==> config.mk <==
export PLATFORM = sky130hd
export DESIGN_NAME = text_console_renderer
export DESIGN_NICKNAME = d
export VERILOG_FILES = /design/src/rtl/text_console_pkg.sv /design/src/rtl/text_console_pixel_pipe.sv /design/src/rtl/text_console_renderer.sv
export SDC_FILE = /design/constraint.sdc
export NUM_CORES = 1
export LEC_CHECK = 0
export BUFFER_PORTS_ARGS = -buffer_cell sky130_fd_sc_hd__buf_2
export CAP_MARGIN = 0
export CORE_MARGIN = 2
export CORE_UTILIZATION = 35
export DETAILED_ROUTE_END_ITERATION = 16
export PLACE_DENSITY_LB_ADDON = 0.15
export SLEW_MARGIN = 20
export SYNTH_ARGS = -nofsm -noshare
export SYNTH_HDL_FRONTEND = slang
export SYNTH_SLANG_ARGS = --single-unit
==> constraint.sdc <==
create_clock -name clk -period 2.7 [get_ports clk]
set_clock_uncertainty 0.1 [all_clocks]
set_input_delay 0.135 -clock clk [delete_from_list [all_inputs] [get_ports clk]]
set_output_delay 0.135 -clock clk [all_outputs]
set_load 0.005 [all_outputs]
==> src/rtl/text_console_pkg.sv <==
// Shared constants, FSM state type and width helper for the text console renderer.
package text_console_pkg;

   localparam logic [7:0] ASCII_SPACE = 8'h20;
   localparam logic [7:0] ASCII_DASH  = 8'h2D;
   localparam logic [7:0] ASCII_BS    = 8'h08;
   localparam logic [7:0] ASCII_LF    = 8'h0A;
   localparam logic [7:0] ASCII_CR    = 8'h0D;
   localparam logic [7:0] ASCII_FF    = 8'h0C;

   localparam int GLYPH_W = 8;
   localparam int GLYPH_H = 16;

   typedef enum logic {ST_CLEAR, ST_IDLE} state_t;

   // Width of an index over n items, never below one bit.
   function automatic int width_of(input int n);
      return (n > 1) ? $clog2(n) : 1;
   endfunction

endpackage

==> src/rtl/text_console_pixel_pipe.sv <==
// Three-stage pixel pipeline: window/cell decode, glyph ROM address, colour select.
// Cursor underline is drawn only when CURSOR_BLINK_EN is defined.
module text_console_pixel_pipe
   import text_console_pkg::*;
#(
   parameter int          COLS = 16,
   parameter int          ROWS = 4,
   parameter int          X0   = 192,
   parameter int          Y0   = 208,
   parameter logic [11:0] FG   = 12'h00F,
   parameter logic [11:0] BG   = 12'hFFF,
   parameter int          AW   = width_of(COLS * ROWS)
) (
   input  logic          clk,
   input  logic          reset_n,
   input  logic          video_on,
   input  logic [9:0]    x,
   input  logic [9:0]    y,
   input  logic [AW-1:0] cur_idx,
   output logic [AW-1:0] rd_addr,
   input  logic [6:0]    rd_code,
   output logic [10:0]   rom_addr,
   input  logic [7:0]    rom_data,
   output logic [11:0]   rgb
);

   localparam logic signed [10:0] X0S   = 11'(X0);
   localparam logic signed [10:0] Y0S   = 11'(Y0);
   localparam logic signed [10:0] WIN_W = 11'(GLYPH_W * COLS);
   localparam logic signed [10:0] WIN_H = 11'(GLYPH_H * ROWS);

   logic signed [10:0] dx, dy;
   logic               in_win, cur_hit, blink_on;
   logic [6:0]         cell_col;
   logic [5:0]         cell_row;
   logic [AW-1:0]      cell_idx;

   logic               in_win_1, vid_1, ul_1;
   logic [3:0]         row_1;
   logic [2:0]         bit_1;
   logic               in_win_2, vid_2, ul_2;
   logic [2:0]         bit_2;

   // S0: signed offsets keep pixels left of / above the window out of the buffer.
   assign dx       = $signed({1'b0, x}) - X0S;
   assign dy       = $signed({1'b0, y}) - Y0S;
   assign in_win   = (dx >= 11'sd0) && (dx < WIN_W) && (dy >= 11'sd0) && (dy < WIN_H);
   assign cell_col = dx[9:3];
   assign cell_row = dy[9:4];
   assign cell_idx = AW'(cell_row) * AW'(COLS) + AW'(cell_col);
   assign rd_addr  = in_win ? cell_idx : '0;
   assign cur_hit  = in_win && (cell_idx == cur_idx) && (dy[3:0] >= 4'd14);

`ifdef CURSOR_BLINK_EN
   logic [23:0] blink_cnt;

   always_ff @(posedge clk or negedge reset_n) begin
      if (!reset_n) blink_cnt <= '0;
      else          blink_cnt <= blink_cnt + 24'd1;
   end

   assign blink_on = blink_cnt[23];
`else
   assign blink_on = 1'b0;
`endif

   always_ff @(posedge clk or negedge reset_n) begin
      if (!reset_n) begin
         in_win_1 <= 1'b0;
         vid_1    <= 1'b0;
         ul_1     <= 1'b0;
         row_1    <= '0;
         bit_1    <= '0;
         in_win_2 <= 1'b0;
         vid_2    <= 1'b0;
         ul_2     <= 1'b0;
         bit_2    <= '0;
         rgb      <= '0;
      end else begin
         in_win_1 <= in_win;
         vid_1    <= video_on;
         ul_1     <= cur_hit && blink_on;
         row_1    <= dy[3:0];
         bit_1    <= dx[2:0];
         in_win_2 <= in_win_1;
         vid_2    <= vid_1;
         ul_2     <= ul_1;
         bit_2    <= bit_1;
         if (!vid_2)
            rgb <= '0;
         else if (!in_win_2)
            rgb <= BG;
         else if (ul_2 || rom_data[3'd7 - bit_2])
            rgb <= FG;
         else
            rgb <= BG;
      end
   end

   // S1: the buffer read registered this stage's code; the ROM answers one clock later.
   assign rom_addr = {rd_code, row_1};

endmodule

==> src/rtl/text_console_renderer.sv <==
// Text console: byte intake FSM, cursor, character buffer, and the pixel pipeline.
// Optional cursor underline is enabled by defining CURSOR_BLINK_EN.
module text_console_renderer
   import text_console_pkg::*;
#(
   parameter int          COLS = 16,
   parameter int          ROWS = 4,
   parameter int          X0   = 192,
   parameter int          Y0   = 208,
   parameter logic [11:0] FG   = 12'h00F,
   parameter logic [11:0] BG   = 12'hFFF
) (
   input  logic                        clk,
   input  logic                        reset_n,
   input  logic                        char_valid,
   input  logic [7:0]                  char_data,
   output logic                        char_ready,
   input  logic                        clear_req,
   input  logic                        video_on,
   input  logic [9:0]                  x,
   input  logic [9:0]                  y,
   output logic [10:0]                 rom_addr,
   input  logic [7:0]                  rom_data,
   output logic [width_of(COLS)-1:0]   cur_col,
   output logic [width_of(ROWS)-1:0]   cur_row,
   output logic [11:0]                 rgb,
   output logic                        fsm_state
);

   localparam int CELLS = ROWS * COLS;
   localparam int AW    = width_of(CELLS);
   localparam int CW    = width_of(COLS);
   localparam int RW    = width_of(ROWS);

   // Handshake: a byte moves when char_valid && char_ready at a rising edge and
   // clear_req is low; char_ready is registered and high only in ST_IDLE.
   state_t          state;
   logic [AW-1:0]   clr_idx, cur_idx, waddr, rd_addr;
   logic            we, accept, at_home, printable;
   logic [6:0]      wdata, rd_code;
   logic [6:0]      mem [CELLS];
   logic [CW-1:0]   adv_col, bs_col;
   logic [RW-1:0]   adv_row, bs_row, nl_row;

   assign fsm_state = state;
   assign cur_idx   = AW'(cur_row) * AW'(COLS) + AW'(cur_col);
   assign accept    = (state == ST_IDLE) && char_ready && char_valid && !clear_req;
   assign at_home   = (cur_col == '0) && (cur_row == '0);
   assign printable = (char_data >= 8'h20) && (char_data <= 8'h7E);

   always_comb begin
      nl_row  = (cur_row == RW'(ROWS - 1)) ? '0 : cur_row + 1'b1;
      adv_col = cur_col + 1'b1;
      adv_row = cur_row;
      if (cur_col == CW'(COLS - 1)) begin
         adv_col = '0;
         adv_row = nl_row;
      end
      bs_col = cur_col - 1'b1;
      bs_row = cur_row;
      if (cur_col == '0) begin
         bs_col = CW'(COLS - 1);
         bs_row = cur_row - 1'b1;
      end
   end

   always_ff @(posedge clk or negedge reset_n) begin
      if (!reset_n) begin
         state      <= ST_CLEAR;
         char_ready <= 1'b0;
         cur_col    <= '0;
         cur_row    <= '0;
         clr_idx    <= '0;
      end else begin
         case (state)
            ST_CLEAR: begin
               if (clr_idx == AW'(CELLS - 1)) begin
                  state      <= ST_IDLE;
                  char_ready <= 1'b1;
                  clr_idx    <= '0;
               end else begin
                  clr_idx <= clr_idx + 1'b1;
               end
            end
            ST_IDLE: begin
               if (clear_req || (accept && char_data == ASCII_FF)) begin
                  state      <= ST_CLEAR;
                  char_ready <= 1'b0;
                  cur_col    <= '0;
                  cur_row    <= '0;
                  clr_idx    <= '0;
               end else if (accept) begin
                  case (char_data)
                     ASCII_LF, ASCII_CR: begin
                        cur_col <= '0;
                        cur_row <= nl_row;
                     end
                     ASCII_BS: begin
                        if (!at_home) begin
                           cur_col <= bs_col;
                           cur_row <= bs_row;
                        end
                     end
                     default: begin
                        cur_col <= adv_col;
                        cur_row <= adv_row;
                     end
                  endcase
               end
            end
            default: begin
               state      <= ST_CLEAR;
               char_ready <= 1'b0;
               clr_idx    <= '0;
            end
         endcase
      end
   end

   // Backspace always erases the flat index just before the cursor, which also
   // covers the step from column 0 back to the end of the previous line.
   always_comb begin
      we    = 1'b0;
      waddr = cur_idx;
      wdata = ASCII_SPACE[6:0];
      if (state == ST_CLEAR) begin
         we    = 1'b1;
         waddr = clr_idx;
      end else if (accept) begin
         case (char_data)
            ASCII_FF, ASCII_LF, ASCII_CR: ;
            ASCII_BS: begin
               we    = !at_home;
               waddr = cur_idx - 1'b1;
            end
            default: begin
               we    = 1'b1;
               wdata = printable ? char_data[6:0] : ASCII_DASH[6:0];
            end
         endcase
      end
   end

   always_ff @(posedge clk) begin
      if (we) mem[waddr] <= wdata;
      rd_code <= mem[rd_addr];
   end

   text_console_pixel_pipe #(
      .COLS (COLS),
      .ROWS (ROWS),
      .X0   (X0),
      .Y0   (Y0),
      .FG   (FG),
      .BG   (BG),
      .AW   (AW)
   ) u_pipe (
      .clk      (clk),
      .reset_n  (reset_n),
      .video_on (video_on),
      .x        (x),
      .y        (y),
      .cur_idx  (cur_idx),
      .rd_addr  (rd_addr),
      .rd_code  (rd_code),
      .rom_addr (rom_addr),
      .rom_data (rom_data),
      .rgb      (rgb)
   );

endmodule

Word level (Yosys, flattened, before mapping)

Memories as Yosys holds them, arrays and structs flattened. A register that Yosys moved wholly into a read port is not among the register bits.
Index checks and enable logic that the tools add are counted.

Eq/ne operators: 11
Muxes and demuxes: 40
Reductions and logical operators: 22
$add $sub $neg: 11
Magnitude comparators: 7
Bitwise logic cells: 1

Operators with widths:

| cell                  | number |
|---|---|
| $mux 12               | 3 |
| $mux 6                | 6 |
| $eq 8x4->1 const B    | 4 |
| $mux 7                | 4 |
| $ge 11x1->1 const B   | 2 |
| $sub 10x8->11 const B | 2 |
| $mux 4                | 5 |
| $mux 2                | 6 |
| $pmux 6 s2            | 1 |
| $lt 11x8->1 const B   | 1 |
| $lt 11x9->1 const B   | 1 |
| $logic_and 1x1->1     | 9 |
| $mux 1                | 9 |
| $ge 8x6->1 const B    | 1 |
| $le 8x7->1 const B    | 1 |
| $pmux 4 s2            | 1 |
| $add 6x1->6 const B   | 1 |
| $add 6x4->6           | 1 |
| $add 6x6->6           | 1 |
| $eq 6x6->1 const B    | 1 |
| $ne 3x3->1 const B    | 2 |
| $pmux 1 s2            | 3 |
| $sub 6x1->6 const B   | 1 |
| $reduce_and 5->1      | 1 |
| other kinds (24)      | 25 |

Bits in writable memories: 448
Bits of input ports: 41
Output and inout bits: 31
Flip-flop bits (word level): 40
Memories: 1
Logic and storage cells: 106

Memory list:

| memory | words | bits a word | rd ports | clocked after memory_dff | wr ports | RTL line                    | text |
|---|---|---|---|---|---|---|---|
| mem    | 64    | 7           | 1        | 1                        | 1        | text_console_renderer.sv:41 | `logic [6:0] mem [CELLS];` |

Depth between registers and ports, before layout

Word-level depth: 8
Depth in mapped cells: 12
Depth with buffers taken out: 9

Hierarchy

Synthesis repeated with hierarchy kept, for this count alone.

Cell total of the unflattened synthesis: 1081
Area total of the unflattened synthesis: 19989.2 um2

Modules (own cells, without submodules):

| module                  | times used | sequential area each (um2) | cells each | area each (um2) |
|---|---|---|---|---|
| text_console_renderer   | 1          | 13943.4                    | 1016       | 19193.4 |
| text_console_pixel_pipe | 1          | 400.4                      | 65         | 795.8 |

Worst setup path before layout

No wires, ideal clock.

Kind: register to register
Start: register cur_col[0]
End: memory mem[15][0], enable pin
Cell stages (with the launch flop): 7
Setup slack: -0.058 ns
Period minus slack after synthesis: 2.758 ns
Path buffers: 0
Data arrival time: 2.297 ns
Data required time: 2.240 ns
Library setup time: 0.360 ns
Cell sequence: dfrtp_1 inv_1 ha_1 or3_1 a31oi_1 nand3_1 nor2_1

Cells in the longest elaborated chain, start to end: 8
Elaborated cells between the ends (all ways): 13
Those cells by class: add/sub: 2; mux: 8; reduce/logical: 3

Ends and longest elaborated chain:

| element                                                             | RTL line                     | text |
|---|---|---|
| from (decl)                                                         | text_console_renderer.sv:24  | `output logic [width_of(COLS)-1:0] cur_col,` |
| from (signal assigned)                                              | text_console_renderer.sv:100 | `cur_col <= bs_col;` |
| from (signal assigned)                                              | text_console_renderer.sv:105 | `cur_col <= adv_col;` |
| parallel branches: the longest is 8 deep, another holds $add 6x4->6 | --                           |  |
| to (decl)                                                           | text_console_renderer.sv:41  |  |

Parallel ways; which one is timed is not known.

Worst setup path after layout

Start: register char_ready
End: memory mem[25][3], enable pin

Cells in the longest elaborated chain, start to end: 7
Elaborated cells between the ends (all ways): 9
Those cells by class: mux: 6; reduce/logical: 3

Ends and longest elaborated chain:

| element                          | RTL line                     | text |
|---|---|---|
| from (decl)                      | text_console_renderer.sv:17  | `output logic char_ready,` |
| from (signal assigned)           | text_console_renderer.sv:70  | `char_ready <= 1'b0;` |
| from (signal assigned)           | text_console_renderer.sv:79  | `char_ready <= 1'b1;` |
| from (signal assigned)           | text_console_renderer.sv:88  | `char_ready <= 1'b0;` |
| $logic_and 1x1->1 * (3 in a row) | text_console_renderer.sv:47  | `assign accept = (state == ST_IDLE) && char_ready && char_valid && !clear_req;` |
| $mux 1                           | text_console_renderer.sv:129 | `end else if (accept) begin` |
| $mux 1                           | text_console_renderer.sv:126 | `if (state == ST_CLEAR) begin` |
| $mux 1                           | text_console_renderer.sv:145 | `if (we) mem[waddr] <= wdata;` |
| $mux 1 (implied by the code)     | text_console_renderer.sv:145 |  |

Every way passes the cells marked *; elsewhere a longest branch is shown, timed or not.

==> results.md <==
- Port bufs: 71
- Syn nets: 1302
- Synth top area cells: edfxtp_1 67%, mux4_2 5.9%, dfrtp_1 3.8%
- IO Count: 72
- Crit path cell chain: and3_1 -> nor2b_1 -> buf_4 -> buf_4 -> a31o_2 -> and3_1 -> nor2_2 -> buf_4 -> nand2b_1 -> buf_12 -> nor2_1 -> buf_4
- Synth area leader: edfxtp_1
- Drt via density: 5.21
- Count of final max-slew check failures: 0
- DRT Wirelength: 54.1 mm
- Endpoint type of the worst setup path: register
- Non-filler instance count after layout: 2303
- Clock tree buffer depth: 3
- Post-Syn Instances: 1252
- Detail Route Antenna Nets: 0
- Max VDD drop: 0.490 mV
- Vias: 11998
- Cts bufs inserted: 52
- Synth Warn #: 0
- Global Route Usage Sum: 18.5%
- Clock Sinks: 485
- Post-synth EDFFs: 448
- Root Buffer: clkbuf_16
- Slowest CP cell: dfrtp_1
- DR iter-0 viols: 938
- Crit-path max FO: 8
- Area Overhead vs Synth: 23.6%
- Number of global-route vias before repair: 12317
- Drt drc: 0
- Post-Syn Area per Cell: 16.0 µm²
- WL/cell: 23.5 µm
- Top cell type's share of synthesized area: 67.4%
- Storage element area: 0.0143 mm²
- Endpoints failing hold: 0
- GRT Max-Usage Layer: met2
- Post-synth cell types: 66
- Share of cells above drive strength 1: 31.9%
- GRT met2 Usage: 30.7%
- H-tree Lvls: 2
- Critical path class: reg -> reg
- Worst EP required: 2.91 ns
- Final core occ: 43.8%
- Final setup TNS: 0 ns
- Status: complete, no violations
- Placed cell count: 2190
- FMAX: 376 MHz
- CP bufs+invs: 5
- RSZ-0062 raised after global routing: true
- Critical path's top delay family: simple AND/OR/NAND/NOR gates
- PwrDens: 791 mW/mm²
- Slowest cell delay on critical path: 0.39 ns
- M1 GR Usage: 25.7%
- Synth top cells by count: 448 x edfxtp_1, 112 x nor2_1, 52 x mux4_2
- Cell with the most instances after synthesis: edfxtp_1
- Core Area: 0.0564 mm²
- Final Wtd Congestion: 0.807
- Crit-path most repeated cell: buf_4
- Die area: 0.0590 mm²
- Crit start category: register
- Pre-antenna DRT Iters: 5
- Die Ht: 243 µm
- Nets@finish: 1560
- Pwr Total: 19.5 mW
- Largest net degree at the start of global routing: 65
- Met3 Use GR: 2.18%
- LEAKAGE: 8.20 nW
- Antenna violations before repair: 3
- Post-Place Setup Slack: -0.278 ns
- Flop and latch count out of synthesis: 485
- Crit share post-route: 98.5%
- Sequential element share of the synthesized area: 71.8%
- Data arrival, critical path: 2.87 ns
- Least-Margin Pin Slew: 0.829 ns
- Starting Density: 35.4%
- DP HPWL: 35.6 mm
- Multi-input gate area: 0.00543 mm²
- Worst-path clk slew: 0.06 ns
- First-pass GRT wire length: 80.9 mm
- Setup Viol. Count Final: 0
- Post-Syn Area: 0.0200 mm²
- Die W: 243 µm
- Rel. slew slack: 44.7%
- FFs w/ async S/R, synth: 6.19%
- Cell Rows: 87
- Worst hold path class: in -> async
- Period minus WS final: 2.66 ns
- Clock insertion delay at the later pin of the skew report: 0.61 ns
- CTS tree: yes
- Main synth FF type: edfxtp_1
- Setup ws final: 0.0404 ns
- # fillers: 5148
- Remaining Overflow, GRT: 0
- Max cap viols: 0
- Diodes inserted: 0
==> flip-flops by register name, indices dropped and copies added (netlist names) <==
signal	count
mem	448
rd_code	7
clr_idx	6
cur_col	4
u_pipe.row_1	4
u_pipe.bit_1	3
u_pipe.bit_2	3
cur_row	2
u_pipe.rgb	2
char_ready	1
fsm_state	1
u_pipe.in_win_1	1
u_pipe.in_win_2	1
u_pipe.vid_1	1
u_pipe.vid_2	1
==> metrics by stage <==
stage	hold slack, ns	cell area (µm²)
floorplan	-0.261	20000
global placement	0.117	22600
detailed placement	0.122	22600
CTS	0.0358	24300
global route	0.0809	24700
finish	0.0277	24700
==> report_power, final <==
part / internal (mW) / switching [mW]
combinational: 1.52 / 2.16
sequential: 9.03 / 0.231
clock: 3.73 / 2.86
==> placed cells by master (no fill, tap or decap), types with 30 or more instances in the layout <==
cell type,n
edfxtp_1,448
buf_4,162
nor2_1,76
buf_2,69
mux4_2,52
clkbuf_16,52
a21oi_1,41
mux2i_1,39
o21ai_0,37
and3_1,33
o22ai_1,31
dfrtp_1,30
==> worst paths after layout <==
kind | from | endpoint | slack (ns) | cells after the start
max | char_ready | mem[25][3] | 0.04 | 12
min | reset_n | cur_row[0] | 0.03 | 2
max reg2reg | char_ready | mem[25][3] | 0.04 | 12
min reg2reg | u_pipe.bit_1[1] | u_pipe.bit_2[1] | 0.25 | 0
max in group asynchronous | reset_n | u_pipe.vid_2 | 2.02 | 2
min in group clk | char_data[3] | cur_col[1] | 0.09 | 4
==> cell type report <==
cell class              count  area share, %
flip-flops and latches    485           58.1
well taps                 756           3.83
inverters                  16          0.243
clock inverters            21          0.563
repair buffers            287           9.53
clock buffers              70           5.71
multi-input cells         668           22.0
==> per-layer routing <==
metal	vias to the layer above	share of wire, %
met3	73	4.2
met5	-	0.020
met4	2	2.1
li1	5491	-
met2	301	49
met1	6131	45
==> logic make-up after synthesis <==
logic type,Yosys count,share of synthesized area (%)
AOI/OAI and AO/OA,259,8.82
xor gates and xnor gates,10,0.476
adders and majority gates,9,0.564
buffers and inverters,99,2.34
DFF,485,71.8
muxes,115,9.17
and+or+nand+nor,275,6.80
==> timing repair <==
action	in CTS	in global routing
endpoints found under the setup margin	178	434
hold buffers	15	0
hold endpoints to repair	51	0
setup buffers	0	7
gates resized for setup	16	76
pin swaps	0	6
==> worst reg2reg max path, cell delays in order, from the launching register on <==
cell	delay, ns
dfrtp_1	0.39
and3_1	0.18
nor2b_1	0.13
buf_4	0.15
buf_4	0.14
a31o_2	0.20
and3_1	0.20
nor2_2	0.15
buf_4	0.12
nand2b_1	0.09
buf_12	0.17
nor2_1	0.18
buf_4	0.20
Power figures use the tool's default switching activity.
